<file path="config.mk">
export PLATFORM = sky130hd
export DESIGN_NAME = fetch_unit
export DESIGN_NICKNAME = d
export VERILOG_FILES = /design/src/rtl/fetch_unit.sv
export SDC_FILE = /design/constraint.sdc
export NUM_CORES = 1
export LEC_CHECK = 0
export CAP_MARGIN = 0
export CELL_PAD_IN_SITES_DETAIL_PLACEMENT = 0
export CELL_PAD_IN_SITES_GLOBAL_PLACEMENT = 2
export CORE_UTILIZATION = 26
export DETAILED_ROUTE_END_ITERATION = 8
export PLACE_DENSITY = 0.95
export SETUP_SLACK_MARGIN = 0.4
export SYNTH_ARGS = -nofsm -noshare
export SYNTH_HDL_FRONTEND = slang
export SYNTH_SLANG_ARGS = --single-unit
</file>
<file path="constraint.sdc">
create_clock -name clk -period 3.4 [get_ports clk]
set_clock_uncertainty 0.1 [all_clocks]
set_input_delay 0.68 -clock clk [delete_from_list [all_inputs] [get_ports clk]]
set_output_delay 0.68 -clock clk [all_outputs]
set_load 0.02 [all_outputs]
</file>
<file path="src/rtl/fetch_unit.sv">
// Instruction-fetch responder: one req/ack read per instruction, held for decode until consumed.
// Optional FETCH_ALIGN_CHK_EN: odd PC yields an error NOP without touching memory.
module fetch_unit #(
  parameter logic [15:0] NOP_INSTR = 16'h0800,
  parameter int unsigned MAX_WAIT  = 8
) (
  input  logic        clk,
  input  logic        rst,
  input  logic [15:0] PC,
  input  logic        Redirect,
  input  logic        Halt,
  input  logic        IdStall,
  input  logic        mem_ack,
  input  logic [15:0] mem_rdata,
  output logic        mem_req,
  output logic [15:0] mem_addr,
  output logic [15:0] Instr,
  output logic [15:0] InstrPc,
  output logic        InstrValid,
  output logic        PcStall,
  output logic        Err
);

  typedef enum logic [1:0] {
    S_IDLE  = 2'd0,
    S_WAIT  = 2'd1,
    S_VALID = 2'd2,
    S_HALT  = 2'd3
  } state_t;

  localparam logic       TIMEOUT_EN = (MAX_WAIT != 32'd0);
  localparam logic [7:0] WAIT_LAST  = 8'(MAX_WAIT - 32'd1);

  state_t      state_q, state_d;
  logic [15:0] addr_q, addr_d;
  logic [15:0] instr_q, instr_d;
  logic        err_q, err_d;
  logic        drop_q, drop_d;
  logic [7:0]  wcnt_q, wcnt_d;
  logic        req_d;
  logic [15:0] maddr_d;
  logic        timeout;
  logic        discard;

  // wcnt_q holds (WAIT cycles elapsed - 1) during the current WAIT cycle
  assign timeout = TIMEOUT_EN && (wcnt_q == WAIT_LAST);
  assign discard = drop_q || Redirect;

  // Next-state and next-register computation
  always_comb begin
    state_d = state_q;
    addr_d  = addr_q;
    instr_d = instr_q;
    err_d   = err_q;
    drop_d  = drop_q;
    wcnt_d  = wcnt_q;
    req_d   = 1'b0;
    maddr_d = mem_addr;
    case (state_q)
      S_IDLE: begin
        if (Halt) begin
          state_d = S_HALT;
        end else begin
          addr_d = PC;
`ifdef FETCH_ALIGN_CHK_EN
          if (PC[0]) begin
            instr_d = NOP_INSTR;
            err_d   = 1'b1;
            state_d = S_VALID;
          end else begin
            state_d = S_WAIT;
            req_d   = 1'b1;
            maddr_d = PC;
            err_d   = 1'b0;
            wcnt_d  = 8'd0;
          end
`else
          state_d = S_WAIT;
          req_d   = 1'b1;
          maddr_d = {PC[15:1], 1'b0};
          err_d   = 1'b0;
          wcnt_d  = 8'd0;
`endif
        end
      end
      S_WAIT: begin
        if (mem_ack) begin
          drop_d = 1'b0;
          if (discard) begin
            state_d = S_IDLE;
          end else begin
            instr_d = mem_rdata;
            state_d = S_VALID;
          end
        end else if (timeout) begin
          drop_d = 1'b0;
          if (discard) begin
            state_d = S_IDLE;
          end else begin
            instr_d = NOP_INSTR;
            err_d   = 1'b1;
            state_d = S_VALID;
          end
        end else begin
          // Request stays up even after a redirect; the late data is dropped instead
          req_d = 1'b1;
          if (Redirect) begin
            drop_d = 1'b1;
          end else begin
            drop_d = drop_q;
          end
          if (wcnt_q != 8'hFF) begin
            wcnt_d = wcnt_q + 8'd1;
          end else begin
            wcnt_d = wcnt_q;
          end
        end
      end
      S_VALID: begin
        if (Redirect) begin
          state_d = S_IDLE;
        end else if (!IdStall) begin
          state_d = S_IDLE;
        end else begin
          state_d = S_VALID;
        end
      end
      S_HALT: begin
        state_d = S_HALT;
      end
      default: begin
        state_d = S_IDLE;
      end
    endcase
  end

  // State and datapath registers, including the registered memory request
  always_ff @(posedge clk or negedge rst) begin
    if (!rst) begin
      state_q  <= S_IDLE;
      addr_q   <= 16'd0;
      instr_q  <= NOP_INSTR;
      err_q    <= 1'b0;
      drop_q   <= 1'b0;
      wcnt_q   <= 8'd0;
      mem_req  <= 1'b0;
      mem_addr <= 16'd0;
    end else begin
      state_q  <= state_d;
      addr_q   <= addr_d;
      instr_q  <= instr_d;
      err_q    <= err_d;
      drop_q   <= drop_d;
      wcnt_q   <= wcnt_d;
      mem_req  <= req_d;
      mem_addr <= maddr_d;
    end
  end

  assign Instr      = instr_q;
  assign InstrPc    = addr_q;
  assign Err        = err_q && (state_q == S_VALID);
  assign InstrValid = (state_q == S_VALID) && !Redirect;
  assign PcStall    = !((state_q == S_VALID) && !IdStall);

endmodule

</file>
==> flow_summary.toml <==
[floorplan]
rows = 32
ios = 90
core_sq_um = 7888
start_util = 0.2746
die-area_sq_um = 8699
die-width_microns = 93.27
dieHeight_microns = 93.27

[worst_hold_path]
hp-class = "flip-flop to flip-flop"
min_delay_path_depth = 2
worstHoldStart = "Instr[11]"

[synthesis]
synth_area_leaders = "dfrtp_1, nand2_1, a22o_1, buf_4, ha_1"
ys_warn_count = 0
synth_ff_type = "dfrtp_1"
async_reset_ff_frac = 1.000
ys_ff_latch = 45
syn-instance-count = 223
yosys.area.top_type = "dfrtp_1"
synth_edf_count = 0
synthTopCellsByCount = "nand2_1, dfrtp_1, buf_4"
synth_cell_type_count = 43
yosysMostFrequentCell = "nand2_1"
synthesis.nets = 267
synth_top_area_frac = 0.5084
syn_area_sq_um = 2166
syn_area_per_cell_sq_um = 9.712
yosysSeqAreaShare = 0.5205

[cells_and_area]
seq_area_sq_um = 1127
nets = 339
fin_util = 0.3958
multiInputGateArea_sq_um = 853.3
n_antenna_cell = 0
areaGrowthSynthToFinish_pct = 44.14
drive_gt1_frac = 0.04730
fillers = 786

[detailed_routing]
vias = 1832
ant_nets = 0
drtIter0Drc = 80
firstDrtPassIters = 4
viasPerCell = 4.603
wl_microns = 5271
drcViolationCount = 0
wl_per_cell_microns = 13.24

[critical_path]
crit_path_top_delay_cell = "clkdlybuf4s50_1"
arrival_ns = 1.98
critPathKind = "input port to output pin"
critPathLaunchType = "input port"
worstSetupStartpoint = "Redirect"
reg2reg_from = "state_q[1]"
cpPeakStageDelay_ns = 0.63
path_cells = "clkdlybuf4s50_1, nor2b_1, clkdlybuf4s50_1"
worstSetupEndpointType = "output pin"
cp_max_fo = 7
ff2ff_path_depth = 7
cp.required_ns = 2.62
cp_common_cell = "clkdlybuf4s50_1"

[clock_tree]
clock_sinks = 45
cts_buffers = 5
clock_path_buffers = 2
hold_buffers = 0
cts_root_buffer = "clkbuf_8"
postCtsSetupBuffers = 0
cts_tree = "built"
cts_resized = 0
clkSlewWorstSetupHoldPaths_ns = 0.09
clock_latency_ns = 0.29
htree_levels = 2

[sta]
worstMarginPinSlew_ns = 1.038
relSlewSlack = 0.3081
tns_ns = 0
drv_slew = 0
period_share = 0.8130
min_period_ns = 2.764
hold_viol = 0
fmax_mhz = 361.8
rsz0062_at_grt = "no"
finalSetupViolCount = 0

[placed_design]
hpwlAfterDp_microns = 3776
gp_congestion = 0.7320
port_buffers = 88

[pwr]
power.density_nw_per_um2 = 885.6
power_mw = 2.764
p_leak_nw = 1.384
peakVddDrop_uv = 315.2

[grt]
grt_pass1_wl_microns = 8576
grt_pass1_vias = 1740
grt_usage = 0.1261
antenna_found_initial = 0
grt-ovfl-total = 0
grt_max_degree = 46

[status]
status = "finished clean"

[run]
max_cap_violations = 0
-- placed cells by master (no fill, tap or decap), types with 2 or more instances in the layout --
cell type        instances
a21oi_1                  5
a22o_1                  15
a31oi_1                  2
a41oi_1                  3
and2_1                   2
and3_1                   4
buf_4                    3
clkbuf_8                 6
clkdlybuf4s50_1         87
dfrtp_1                 44
ha_1                     6
inv_1                    5
mux2i_1                  2
nand2_1                 63
nand2b_1                 4
nand3_1                  3
nand4b_1                 2
nor2_1                   4
nor2b_1                  2
nor3_1                   3
o21ai_0                  7
or3_1                    2
-- final timing paths --
path	slack, ns	end
worst max-delay path	0.64	InstrValid
worst min-delay path	0.37	Instr[11]
worst max register to register	1.02	wcnt_q[4]
worst min register to register	0.37	Instr[11]
max in group asynchronous	2.10	Instr[4]
min in group asynchronous	0.46	wcnt_q[3]
-- flip-flops by register name (all words and copies together), names as in the netlist --
name      count
wcnt_q        8
InstrPc      15
drop_q        1
mem_addr      1
Instr        16
mem_req       1
state_q       2
err_q         1
-- final cells by class --
type,count,share of cell area
clock buffers,6,0.02645
flip-flops and latches,45,0.3611
repair buffers,91,0.2878
inverters,5,0.006012
well taps,102,0.04088
multi-input cells,147,0.2733
clock inverters,2,0.004409
-- metrics by stage --
stage | instances | worst slack (ns) | hold WS [ns] | instance area, sq um
after floorplan | 223 | 1.383 | 0.2844 | 2166
after global placement | 390 | 0.6349 | 0.3556 | 3025
after detailed placement | 390 | 0.6214 | 0.3636 | 3025
after CTS | 398 | 0.6213 | 0.3768 | 3122
after global routing | 398 | 0.5626 | 0.4250 | 3122
final | 398 | 0.6358 | 0.3748 | 3122
-- report_power, final --
group	total, mW	leakage, nW	internal, mW	switching, mW
clock network	0.354	0.0512	0.165	0.189
logic	1.51	0.761	0.719	0.786
registers	0.905	0.571	0.752	0.152
-- routing by layer --
metal / track usage / up-vias / part of all wire
li1: - / 895 / -
met1: 0.1643 / 871 / 0.47
met2: 0.2022 / 62 / 0.46
met3: 0.02846 / 4 / 0.055
met4: 0.05000 / 0 / 0.014
met5: 0 / - / 0
-- logic make-up (layout without fill, tap and decap cells) --
family | after synthesis | count (layout) | share of synthesized area
AOI/OAI and AO/OA | 42 | 42 | 0.1421
xor gates and xnor gates | 1 | 1 | 0.004045
adders and majority gates | 6 | 6 | 0.03466
buffers and inverters | 31 | 104 | 0.08550
DFF | 45 | 45 | 0.5205
muxes | 2 | 2 | 0.009244
other | 1 | 1 | 0.001731
and+or+nand+nor | 95 | 95 | 0.2022
-- critical path: cells and delay by family --
kind | cells | cell delay (ns)
buf+inv | 2 | 1.14
simple gates | 1 | 0.16
Power figures use the tool's default switching activity.
